File: src/rtl/writeback_stage.sv
// Writeback stage of the RV32IM pipeline: MEM/WB register, load extraction,
// register-file write-port drive and retired-instruction counter.
module writeback_stage #(
  parameter int XLEN      = 32,
  parameter int INSTRET_W = 64
) (
  input  logic                 clk,
  input  logic                 rst,
  input  logic                 wb_stall,
  input  logic                 wb_flush,
  input  logic                 mem_valid,
  input  logic [4:0]           mem_rd,
  input  logic [XLEN-1:0]      mem_alu_result,
  input  logic [XLEN-1:0]      mem_load_data,
  input  logic [1:0]           mem_addr_lsb,
  input  logic [2:0]           mem_load_type,
  input  logic                 mem_wb_load,
  input  logic                 mem_wb_reg_file,
  output logic                 reg_file_wr_en,
  output logic [4:0]           reg_file_wr_addr,
  output logic [XLEN-1:0]      reg_file_wr_data,
  output logic                 misaligned_load,
  output logic [INSTRET_W-1:0] instret
);

  localparam logic [2:0] LT_LB  = 3'b000;
  localparam logic [2:0] LT_LH  = 3'b001;
  localparam logic [2:0] LT_LBU = 3'b100;
  localparam logic [2:0] LT_LHU = 3'b101;

  logic                 r_valid;
  logic [4:0]           r_rd;
  logic [XLEN-1:0]      r_alu_result;
  logic [XLEN-1:0]      r_load_data;
  logic [1:0]           r_addr_lsb;
  logic [2:0]           r_load_type;
  logic                 r_wb_load;
  logic                 r_wb_reg_file;
  logic [INSTRET_W-1:0] r_instret;

  logic [7:0]           w_byte;
  logic [15:0]          w_half;
  logic [XLEN-1:0]      w_load_value;
  logic                 w_is_half;
  logic                 w_is_word;
  logic                 w_misaligned;

  // NOTE: sequential state uses non-blocking assignments so every register
  // samples the pre-edge values, independent of statement order.
  always_ff @(posedge clk or posedge rst) begin
    if (rst) begin
      r_valid       <= 1'b0;
      r_rd          <= '0;
      r_alu_result  <= '0;
      r_load_data   <= '0;
      r_addr_lsb    <= '0;
      r_load_type   <= '0;
      r_wb_load     <= 1'b0;
      r_wb_reg_file <= 1'b0;
    end else if (wb_flush) begin
      r_valid       <= 1'b0;
      r_rd          <= '0;
      r_alu_result  <= '0;
      r_load_data   <= '0;
      r_addr_lsb    <= '0;
      r_load_type   <= '0;
      r_wb_load     <= 1'b0;
      r_wb_reg_file <= 1'b0;
    end else if (!wb_stall) begin
      r_valid       <= mem_valid;
      r_rd          <= mem_rd;
      r_alu_result  <= mem_alu_result;
      r_load_data   <= mem_load_data;
      r_addr_lsb    <= mem_addr_lsb;
      r_load_type   <= mem_load_type;
      r_wb_load     <= mem_wb_load;
      r_wb_reg_file <= mem_wb_reg_file;
    end
  end

  // An instruction retires when it leaves WB, whether or not it wrote.
  always_ff @(posedge clk or posedge rst) begin
    if (rst) begin
      r_instret <= '0;
    end else if (r_valid && !wb_stall) begin
      r_instret <= r_instret + INSTRET_W'(1);
    end
  end

  // NOTE: every combinational output gets a default first so no latch is inferred.
  always_comb begin
    w_byte       = r_load_data[7:0];
    w_half       = r_addr_lsb[1] ? r_load_data[31:16] : r_load_data[15:0];
    w_load_value = r_load_data;
    w_is_half    = 1'b0;
    w_is_word    = 1'b0;

    case (r_addr_lsb)
      2'd1:    w_byte = r_load_data[15:8];
      2'd2:    w_byte = r_load_data[23:16];
      2'd3:    w_byte = r_load_data[31:24];
      default: w_byte = r_load_data[7:0];
    endcase

    // Unlisted type codes behave as LW.
    case (r_load_type)
      LT_LB:   w_load_value = {{(XLEN-8){w_byte[7]}}, w_byte};
      LT_LBU:  w_load_value = {{(XLEN-8){1'b0}}, w_byte};
      LT_LH: begin
        w_load_value = {{(XLEN-16){w_half[15]}}, w_half};
        w_is_half    = 1'b1;
      end
      LT_LHU: begin
        w_load_value = {{(XLEN-16){1'b0}}, w_half};
        w_is_half    = 1'b1;
      end
      default: begin
        w_load_value = r_load_data;
        w_is_word    = 1'b1;
      end
    endcase

    w_misaligned = r_valid & r_wb_load &
                   ((w_is_half & r_addr_lsb[0]) | (w_is_word & (r_addr_lsb != 2'd0)));
  end

  assign misaligned_load  = w_misaligned;
  assign reg_file_wr_addr = r_rd;
  assign reg_file_wr_data = r_wb_load ? w_load_value : r_alu_result;
  assign reg_file_wr_en   = r_valid & r_wb_reg_file & (r_rd != 5'd0) & ~w_misaligned;
  assign instret          = r_instret;

endmodule

File: config.mk
export PLATFORM = sky130hd
export DESIGN_NAME = writeback_stage
export DESIGN_NICKNAME = d
export VERILOG_FILES = /design/src/rtl/writeback_stage.sv
export SDC_FILE = /design/constraint.sdc
export NUM_CORES = 1
export LEC_CHECK = 0
export ABC_AREA = 1
export BUFFER_PORTS_ARGS = -buffer_cell sky130_fd_sc_hd__buf_2
export CAP_MARGIN = 20
export CELL_PAD_IN_SITES_DETAIL_PLACEMENT = 0
export CELL_PAD_IN_SITES_GLOBAL_PLACEMENT = 1
export CORE_UTILIZATION = 39
export CTS_CLUSTER_SIZE = 28
export DETAILED_ROUTE_END_ITERATION = 8
export PLACE_DENSITY_LB_ADDON = 0.25
export SLEW_MARGIN = 20
export SYNTH_ARGS = -nofsm -noshare
export SYNTH_HDL_FRONTEND = slang
export SYNTH_SLANG_ARGS = --single-unit
File: constraint.sdc
create_clock -name clk -period 4.8 [get_ports clk]
set_clock_uncertainty 0.1 [all_clocks]
set_input_delay 0.24 -clock clk [delete_from_list [all_inputs] [get_ports clk]]
set_output_delay 0.24 -clock clk [all_outputs]
set_load 0.005 [all_outputs]
-- Word-level counts from Yosys, hierarchy flattened
Index checks and enable logic that the tools add are counted.
- register bits after elaboration: 141
- bits of input ports: 81
- output and inout port bits: 103
- logic and storage cells: 55
- mux-type cells: 22
- reductions and logical operators: 7
- bitwise operators: 9
- eq/ne operators: 7
- add/sub/neg operators: 1
- operators by type and width (operator ; count):
    32-bit 2-to-1 mux ; 5
    32-bit case mux with 4 select lines ; 1
    64-bit by 1-bit adder with 64-bit output (second input constant) ; 1
    8-bit case mux with 3 select lines ; 1
    16-bit 2-to-1 mux ; 1
    5-bit 2-to-1 mux ; 2
    1-bit 2-to-1 mux ; 8
    1-bit AND ; 7
    3-bit == test (second input constant) ; 2
    3-bit 2-to-1 mux ; 2
    5-bit nonzero test ; 1
    2-bit == test (second input constant) ; 2
    2-bit 2-to-1 mux ; 2
    4-bit OR reduction ; 1
    3-bit by 1-bit == test with 1-bit output (second input constant) ; 1
    3-bit logical NOT ; 1
    2-bit by 1-bit == test with 1-bit output (second input constant) ; 1
    2-bit by 1-bit != test with 1-bit output (second input constant) ; 1
    2-bit nonzero test ; 1
    2-bit OR reduction ; 1
    1-bit logical AND ; 1
    1-bit logical NOT ; 1
    1-bit NOT ; 1
    1-bit OR ; 1

-- Longest topological paths before layout
Gate-level depths: netlist (run 1).
- word-level depth: 8
- depth in mapped cells: 11
- gate-level depth less buffers: 10

-- Worst setup path after synthesis (run 1)
OpenSTA, ideal clock, no wires.
- kind: flip-flop to output port
- start point: register r_addr_lsb[1]
- end point: output port reg_file_wr_data[21]
- buffers on the path: 2
- cell stages (with the launch flop): 11
- data arrival time: 1382 ps
- path slack: 3078 ps
- required time: 4460 ps
- cell sequence: dfrtp_1 -> buf_4 -> inv_2 -> o21ai_1 -> nand2_1 -> nand3_1 -> nand2_2 -> nand2_2 -> buf_4 -> o21ai_1 -> inv_1
- cells in the longest elaborated chain, start to end: 4
- elaborated cells between the ends (all ways): 7
- those cells by class: 3 x eq/ne; 4 x mux
- RTL lines (item ; RTL line ; source):
    start: declaration ; 35 ; logic [1:0] r_addr_lsb;
    start signal: assignment ; 74 ; r_addr_lsb <= mem_addr_lsb;
    2-bit == test / 2-bit by 1-bit == test with 1-bit output (equally long branches) ; 98 ; case (r_addr_lsb)
    8-bit case mux with 3 select lines ; 98 ;
    32-bit case mux with 4 select lines * ; 106 ; case (r_load_type)
    32-bit 2-to-1 mux * ; 129 ; assign reg_file_wr_data = r_wb_load ? w_load_value : r_alu_result;
    end: declaration ; 21 ; output logic [XLEN-1:0] reg_file_wr_data,
Every way passes the cells marked *; elsewhere a longest branch is shown, timed or not.

-- Worst setup path after layout (run 1)
- start point: register r_addr_lsb[1]
- end point: output port reg_file_wr_data[18]
The elaborated chain is that of the path after synthesis.

==> qor.csv, run 1 <==
metric,value,unit
vias in the first global route,7166,
Synth top area share,46.45,%
Clock transition at path regs,60,ps
M1 WL,11610,µm
Fmax,0.3494,GHz
Die Ht,141.6,µm
Core ar.,18890,µm²
pwr/cell area,297.1,nW/µm²
number of port buffers,183,
DP Area,8716,µm²
post-route cell area,10130,µm²
postcts setup bufs,0,
pin count of the biggest net entering global routing,109,
RSZ-0062 raised after global routing,no,
number of diodes,0,
GP Congestion,0.8358,
crit-path max FO,17,
YS warnings,0,
final wirelength,22880,µm
CTS tree,built,
WP data required,4460,ps
post-DR wirelength/cell,14.97,µm
share of cells above drive strength 1,20.02,%
max cap viols,0,
wire length on met3,1087,µm
total number of vias,7468,
"flops & latches, synth",141,
"antenna viol nets, final",0,
Synth area leaders,"dfrtp_1 (46%), nand2_1 (10%), o21ai_0 (7.9%)",
critical path data arrival time,2520,ps
CTS HTree Levels,4,
Hold Crit Class,primary input to flip-flop,
Root Buffer,clkbuf_16,
filler instances,1895,
setup tns final,0,ps
DR top layer,met4,
Multi-input gate area,3299,µm²
clock buffer depth,2,
Met2 Wirelength,9833,µm
"crit path setup slack, layout",1938,ps
synthesized area,7596,µm²
"Avg Cell Area, Syn",7.536,µm²
final slew viol count,0,
status,"complete, no violations",
Startpoint Class,flip-flop,
CP endpoint kind,primary output,
routed vias/inst,4.884,
clk_lat worst skew,420,ps
Hold Fails Final Rpt,0,
P_leak,5.110,nW
Initial Utilization,40.21,%
Die Area,20040,µm²
DP Worst Slack,2372,ps
clk sinks,141,
DIE WIDTH,141.6,µm
Slew @ Worst Pin,984.0,ps
Mapped Nets,1090,
final setup violation count,0,
total track usage,23.66,%
P&R area growth vs syn,33.34,%
overflow left after global routing,0,
Final period util,59.63,%
global-route wire length before repair,37050,µm
placement row count,50,
hpwl dp,15970,µm
crit path kind,flip-flop to primary output,
Yosys top cell by area,dfrtp_1,
Synth cell types,35,
register area share after synthesis,46.45,%
total clock buffers created by CTS,17,
Post-CTS Resized,0,
Util after Layout,53.61,%
First-pass DRT Iterations,5,
Syn Inst Count,1008,
Slew HR,34.33,%
FF/Latch Area,3528,µm²
peak supply drop,221.4,µV
initial drt markers,564,
Final min period,2862,ps
initial antenna violation count,0,
IO Count,184,
Nets,1338,
drc violations,0,
## worst max-delay path, cell delays in order, from the launching register on
cell and delay [ps]:
dfrtp_1 620, inv_2 160, nand2_1 80, o21ai_1 80, nand2_1 70, nand3_1 110, nand2_2 180, nand2_2 250
o21ai_0 350, inv_1 80, buf_2 130
## flip-flops by register name, summed over array words and instances, names as in the netlist
signal and count:
instret 64, r_addr_lsb 2, r_alu_result 32, r_load_data 32, r_load_type 3, r_valid 1
r_wb_load 1, r_wb_reg_file 1, reg_file_wr_addr 5
## where the power goes
part           internal (W)  switching (W)
Clock              0.000816       0.000523
Combinational      0.000163       0.000216
Sequential          0.00124      0.0000477
## cell families after synthesis
group	synth area share, %
buf+inv	10.15
xor+xnor	4.843
flops	46.45
simple gates	26.62
fa+ha+maj	0.1647
compound gates	11.78
## area by class of cell
class	instances	share of cell area, %
Timing Repair Buffer	269	17.42
Sequential cell	141	34.84
Clock inverter	15	1.717
Clock buffer	17	4.200
Multi-Input combinational cell	666	32.58
Tap cell	260	3.212
Inverter	161	6.041
## worst paths after layout
path | start | endpoint | slack, ps | cells after the start
hold / removal | mem_alu_result[3] | r_alu_result[3] | 10 | 3
setup / recovery | r_addr_lsb[1] | reg_file_wr_data[18] | 1940 | 10
setup reg to reg | instret[0] | instret[52] | 2780 | 8
min in group asynchronous | rst | r_alu_result[31] | 420 | 3
max in group asynchronous | rst | instret[40] | 3170 | 4
hold reg to reg | instret[6] | instret[6] | 390 | 1
## layout by cell type (no fill, tap or decap), types with 11 or more instances in the layout
master         count
o21ai_1           11
o21ai_0          120
xor2_1            15
dlygate4sd3_1     81
nor3_1            11
a21oi_1           31
dfrtp_1          141
inv_1            151
nand4_1           13
nor2_1            66
nand3_1          119
xnor2_1           27
nand2_1          208
clkbuf_16         17
buf_2            183
## synth_stat cells
cell,count
xnor2_1,27
ha_1,1
a31oi_1,1
buf_4,2
inv_2,7
o211ai_1,1
nor3_1,11
nor3_2,2
and3_1,1
o21ai_0,120
nor3b_1,1
and2_1,1
nand3_1,119
dfrtp_1,141
nand3b_1,2
o21ai_1,11
a21oi_1,31
nand2_1,209
nor2_1,66
a21oi_2,1
clkinv_1,2
clkbuf_1,31
a211oi_1,2
nand4_4,1
xor2_1,15
inv_1,152
nor2_2,7
o22ai_1,5
nand3_2,2
nand4_1,13
buf_2,7
nand2_2,6
nor4_1,2
o21bai_1,2
nor2_4,6
## through the flow
step,total power [W],hold slack [ps],cells
floorplan,0.001492,279.3,1008
CTS,0.003046,0.7138,1528
finish,0.003009,12.38,1529
detailed placement,0.001639,383.2,1416
global route,0.003141,2.731,1529
global placement,0.001637,376.1,1416
## per-layer routing
| layer | vias up | GRT usage [%] |
|---|---|---|
| li1 | 3714 | - |
| met1 | 3496 | 35.46 |
| met2 | 230 | 35.00 |
| met3 | 28 | 3.442 |
| met4 | 0 | 7.301 |
| met5 | - | 0 |
## timing repair
item	in CTS	in global routing
endpoints found under the hold margin	73	107
endpoints found under the setup margin	0	0
hold buffers	80	1
Note: power is estimated with default switching activity, not from simulation.
==> run 2, diff against run 1 <==
- CORE_UTILIZATION: 39 -> 35
- clock period: 4.8 -> 2.6 ns (I/O delays scaled with it)
==> qor.csv, run 2 (synthesis gave the netlist of run 1 again) <==
metric,value,unit,change
Fmax,0.4200,GHz,
number of port buffers,183,,unchanged
routed vias/inst,4.723,,was 4.884
DIE WIDTH,149.3,µm,was 141.6 µm
"antenna viol nets, final",0,,unchanged
pin count of the biggest net entering global routing,142,,was 109
total track usage,22.11,%,was 23.66%
"commonest non-fill, non-tap cell in the layout",nand2_1,,unchanged
Core ar.,21150,µm²,was 18890 µm²
Die Ht,149.3,µm,was 141.6 µm
Final period util,91.57,%,
status,"complete, no violations",,unchanged
P_leak,5.185,nW,was 5.110 nW
clk sinks,141,,unchanged
DP Worst Slack,604.1,ps,was 2372 ps
Root Buffer,clkbuf_16,,unchanged
initial antenna violation count,1,,was 0
final slew viol count,0,,unchanged
CTS tree,built,,unchanged
Tot Pwr,0.005809,W,was 0.003009 W
pwr/cell area,562.2,nW/µm²,was 297.1 nW/µm²
IO Count,184,,unchanged
Hold Crit Class,primary input to flip-flop,,unchanged
critical path data arrival time,2150,ps,was 2520 ps
initial drt markers,382,,was 564
post-route cell area,10330,µm²,was 10130 µm²
setup tns final,0,ps,unchanged
DP Area,8788,µm²,was 8716 µm²
max cap viols,0,,unchanged
Slew HR,45.46,%,was 34.33%
Initial Utilization,35.91,%,was 40.21%
First-pass DRT Iterations,5,,unchanged
GP Congestion,0.8115,,was 0.8358
final setup violation count,0,,unchanged
WP data required,2370,ps,was 4460 ps
Nets,1350,,was 1338
crit-path max FO,10,,was 17
peak supply drop,420.5,µV,was 221.4 µV
Post-Layout Cell Count,1557,,was 1529
vias in the first global route,7197,,was 7166
placement row count,53,,was 50
Die Area,22300,µm²,was 20040 µm²
total number of vias,7354,,was 7468
P&R area growth vs syn,36.01,%,was 33.34%
cell count after placement,1435,,was 1416
"commonest non-fill, non-tap cells in the layout","nand2_1 (208), buf_2 (183), inv_1 (150)",,"was nand2_1 (208), buf_2 (183), inv_1 (151)"
max reg flops,64,,unchanged
clk_lat worst skew,420,ps,about the same
post-DR wirelength/cell,15.24,µm,was 14.97 µm
hpwl dp,16550,µm,was 15970 µm
RSZ-0062 raised after global routing,no,,unchanged
Hold Fails Final Rpt,0,,unchanged
final wirelength,23730,µm,was 22880 µm
clock buffer depth,2,,unchanged
share of cells above drive strength 1,20.45,%,was 20.02%
total clock buffers created by CTS,17,,unchanged
Startpoint Class,flip-flop,,unchanged
global-route wire length before repair,38070,µm,was 37050 µm
CP endpoint kind,primary output,,unchanged
Final min period,2381,ps,
CTS HTree Levels,4,,unchanged
drc violations,0,,unchanged
Clock transition at path regs,60,ps,about the same
Slew @ Worst Pin,818.1,ps,was 984.0 ps
crit path kind,flip-flop to primary output,,unchanged
"crit path setup slack, layout",219.2,ps,was 1938 ps
overflow left after global routing,0,,unchanged
==> run 2: changes by cell type in the layout (fill, tap and decap cells not counted), sizes merged, moves of 2 or more <==
| cell | delta |
|---|---|
| buf | +6 |
| clkinv | -6 |
| clkinvlp | +2 |
| dlygate4sd3 | +6 |
| inv | +2 |
==> run 2: final timing paths <==
| check | startpoint | to | slack, ps | cells past startpoint |
|---|---|---|---|---|
| max | r_load_type[0] | reg_file_wr_data[6] | 220 | 7 |
| min | wb_stall | r_wb_reg_file | 170 | 3 |
| max reg2reg | instret[0] | instret[52] | 630 | 8 |
| min reg2reg | instret[6] | instret[6] | 390 | 1 |
| max in group asynchronous | rst | r_load_type[1] | 1400 | 4 |
| min in group asynchronous | rst | reg_file_wr_addr[2] | 390 | 4 |
==> run 2: worst max-delay path, cell delays in order (launching register included) <==
cell and delay (ps):
dfrtp_1 490, inv_2 130, nand2_1 80, a21oi_2 340, inv_1 130, a211oi_1 310
o22ai_1 120, buf_2 140
==> run 2: final cells by class <==
type / instances / area, µm²
well taps: 275 / 344.1
flip-flops and latches: 141 / 3530
clock inverters: 14 / 205.2
inverters: 161 / 611.8
multi-input cells: 666 / 3304
diodes: 1 / 2.502
repair buffers: 281 / 1894
clock buffers: 18 / 439.2
fillers: 2150 / 10820
==> run 2: layer usage <==
layer  routed length (µm)  track usage (%)  part of all wire [%]  up-vias
met4                  315            6.327                   1.3        0
met3                  940            3.761                   4.0       24
li1                     -                -                     -     3747
met1                12340            33.18                    52     3406
met2                10130            32.23                    43      177
met5                    0                0                     0        -
==> run 2: where the power goes <==
part | total [W] | internal, W | switching (W)
Combinational | 0.000725 | 0.000318 | 0.000407
Sequential | 0.00238 | 0.00229 | 0.0000849
Clock | 0.00270 | 0.00165 | 0.00105
Total | 0.00581 | 0.00426 | 0.00154
==> run 2: through the flow <==
| step | hold slack, ps | utilization, % |
|---|---|---|
| floorplan | 169.3 | - |
| finish | 166.2 | 48.84 |
| global route | 200.9 | 48.84 |
| detailed placement | 271.3 | 41.54 |
| CTS | 150.2 | 48.71 |
| global placement | 268.1 | 41.54 |
==> run 2: what timing repair did <==
item                                   4_1_cts  5_1_grt
gates resized for setup                      0        3
endpoints found under the hold margin      218        0
buffers inserted                             0        2
setup endpoints to repair                    0        7
hold buffers                                87        0
==> run 3, diff against run 2 <==
- CORE_UTILIZATION: 35 -> 39
- clock period: 2.6 -> 2.4 ns (I/O delays scaled with it)
==> qor.csv, run 3 (synthesis gave the netlist of run 1 again) <==
metric,value,unit,change
status,"complete, no violations",,unchanged
min-delay src,wb_stall,,unchanged
"crit path setup slack, layout",134.0,ps,was 219.2 ps
WHS,146.2,ps,was 166.2 ps
Die Area,20040,µm²,was 22300 µm²
hpwl dp,16130,µm,was 16550 µm
vias in the first global route,7150,,was 7197
Final period util,94.42,%,
number of port buffers,183,,unchanged
pin count of the biggest net entering global routing,78,,was 142
Tot Pwr,0.006231,W,was 0.005809 W
switching part of the total,25.86,%,was 26.59%
Final min period,2266,ps,
Die Ht,141.6,µm,was 149.3 µm
Initial Utilization,40.21,%,was 35.91%
overflow left after global routing,0,,unchanged
initial antenna violation count,0,,was 1
DP Worst Slack,285.5,ps,was 604.1 ps
Startpoint Class,flip-flop,,unchanged
CTS tree,built,,unchanged
global-route wire length before repair,37510,µm,was 38070 µm
peak supply drop,474.5,µV,was 420.5 µV
initial drt markers,516,,was 382
placement row count,50,,was 53
Clock transition at path regs,60,ps,about the same
setup tns final,0,ps,unchanged
Core ar.,18890,µm²,was 21150 µm²
clock buffer depth,2,,unchanged
total clock buffers created by CTS,17,,unchanged
WP buf/inv,4,,was 3
"commonest non-fill, non-tap cell in the layout",nand2_1,,unchanged
final wirelength,23250,µm,was 23730 µm
clk_lat worst skew,420,ps,about the same
Int Pwr,0.004620,W,was 0.004264 W
routed vias/inst,4.840,,was 4.723
"commonest non-fill, non-tap cells in the layout","nand2_1 (208), buf_2 (183), inv_1 (149)",,"was nand2_1 (208), buf_2 (183), inv_1 (150)"
clk sinks,141,,unchanged
max cap viols,0,,unchanged
final slew viol count,0,,unchanged
WP data required,2180,ps,was 2370 ps
First-pass DRT Iterations,5,,unchanged
"Slowest-stage cell, CP",dfrtp_2,,was dfrtp_1
Cells on Worst Hold Path,5,,was 3
crit path kind,flip-flop to primary output,,unchanged
GP Congestion,0.8289,,was 0.8115
total track usage,23.94,%,was 22.11%
IO Count,184,,unchanged
delay of the slowest critical-path stage,440,ps,was 490 ps
Root Buffer,clkbuf_16,,unchanged
Fmax,0.4413,GHz,
hold endpoint,instret[1],,was r_wb_reg_file
Slew @ Worst Pin,858.4,ps,was 818.1 ps
drc violations,0,,unchanged
worst r2r dst,instret[38],,was instret[52]
number of diodes,0,,was 1
Sequential Power Share,41.3,%,was 41.0%
RSZ-0062 raised after global routing,no,,unchanged
final setup violation count,0,,unchanged
FF-to-FF Start,instret[0],,unchanged
Clock Power Share,45.7,%,was 46.6%
pwr/cell area,599.5,nW/µm²,was 562.2 nW/µm²
post-DR wirelength/cell,15.04,µm,was 15.24 µm
"reg-to-reg slack, setup",530,ps,was 630 ps
crit-path max FO,5,,was 10
total number of vias,7482,,was 7354
post-route cell area,10400,µm²,was 10330 µm²
power share of the combinational group,13.1,%,was 12.5%
max reg flops,64,,unchanged
CP Cell Sequence,"inv_2, nand2_1, clkinvlp_4, buf_4, nor2_1, a211oi_1, o22ai_1, buf_2",,"was inv_2, nand2_1, a21oi_2, inv_1, a211oi_1, o22ai_1, buf_2"
Worst R2R Path Depth,9,,was 8
DP Area,8782,µm²,was 8788 µm²
Hold Crit Class,primary input to flip-flop,,unchanged
critical path data arrival time,2050,ps,was 2150 ps
DIE WIDTH,141.6,µm,was 149.3 µm
P_leak,5.210,nW,was 5.185 nW
filler instances,1880,,was 2150
Top Family by Delay on Critical Path,buffers and inverters,,was compound AO/OA/AOI/OAI gates
sw power,0.001611,W,was 0.001545 W
CTS HTree Levels,4,,unchanged
P&R area growth vs syn,36.85,%,was 36.01%
Slew HR,42.77,%,was 45.46%
share of cells above drive strength 1,21.00,%,was 20.45%
CP endpoint kind,primary output,,unchanged
Hold Fails Final Rpt,0,,unchanged
"antenna viol nets, final",0,,unchanged
Nets,1355,,was 1350
-- run 3: cell types whose count changed in the layout (fill, tap and decap cells not counted), moves of 2 or more --
cell,previous run,this run
o21ai_0,120,116
o21ai_1,11,13
buf_12,2,4
buf_4,9,12
clkinvlp_4,4,7
inv_6,4,1
o21ai_2,0,2
-- run 3: worst register-to-register path: stages (launching register included) --
cell,delay (ps)
dfrtp_1,400
ha_1,210
nand2_1,60
nor2_1,170
nand2_1,70
nor2_1,130
nand2_2,130
nor2_4,240
nand2_1,100
xnor2_1,140
-- run 3: layer usage --
| metal | GRT usage, % | vias to the layer above | routed length (µm) |
|---|---|---|---|
| li1 | - | 3750 | - |
| met1 | 35.70 | 3482 | 11700 |
| met3 | 4.522 | 19 | 1296 |
| met2 | 35.13 | 231 | 9970 |
| met5 | 0 | - | 0 |
| met4 | 6.791 | 0 | 283 |
-- run 3: how the worst max path moves through the flow --
stage / from / end / cells after the start
after global placement: r_addr_lsb[1] / reg_file_wr_data[19] / 9
final: r_load_type[0] / reg_file_wr_data[6] / 8
after floorplan: rst / instret[0] / 1
after CTS: r_load_type[0] / reg_file_wr_data[5] / 8
after detailed placement: r_addr_lsb[1] / reg_file_wr_data[19] / 9
after global routing: r_addr_lsb[1] / reg_file_wr_data[17] / 8
-- run 3: power by group through the flow --
stage	Sequential [W]	Clock, W	Combinational (W)
2_1_floorplan	0.00260	0	0.000388
3_3_place_gp	0.00261	0	0.000679
3_5_place_dp	0.00262	0	0.000676
4_1_cts	0.00257	0.00291	0.000795
5_1_grt	0.00259	0.00301	0.000913
6_report	0.00257	0.00284	0.000813
-- run 3: final cells by class --
| cell class | count | area (µm²) | share of cell area, % |
|---|---|---|---|
| flip-flops and latches | 141 | 3531 | 33.97 |
| well taps | 260 | 325.3 | 3.130 |
| multi-input cells | 666 | 3333 | 32.07 |
| inverters | 161 | 615.6 | 5.922 |
| clock buffers | 19 | 442.9 | 4.261 |
| repair buffers | 286 | 1957 | 18.83 |
| clock inverters | 13 | 190.2 | 1.830 |
-- run 3: per-stage QoR --
| stage | util (%) | cells |
|---|---|---|
| finish | 55.02 | 1546 |
| global route | 55.02 | 1546 |
| CTS | 54.56 | 1539 |
| detailed placement | 46.48 | 1420 |
| global placement | 46.48 | 1420 |
| floorplan | - | 1008 |
-- run 3: what timing repair did --
action	in CTS	in global routing
pin swaps	0	1
gates resized for setup	7	7
setup endpoints to repair	5	14
endpoints found under the hold margin	98	0
buffers inserted	0	7
hold buffers	87	0
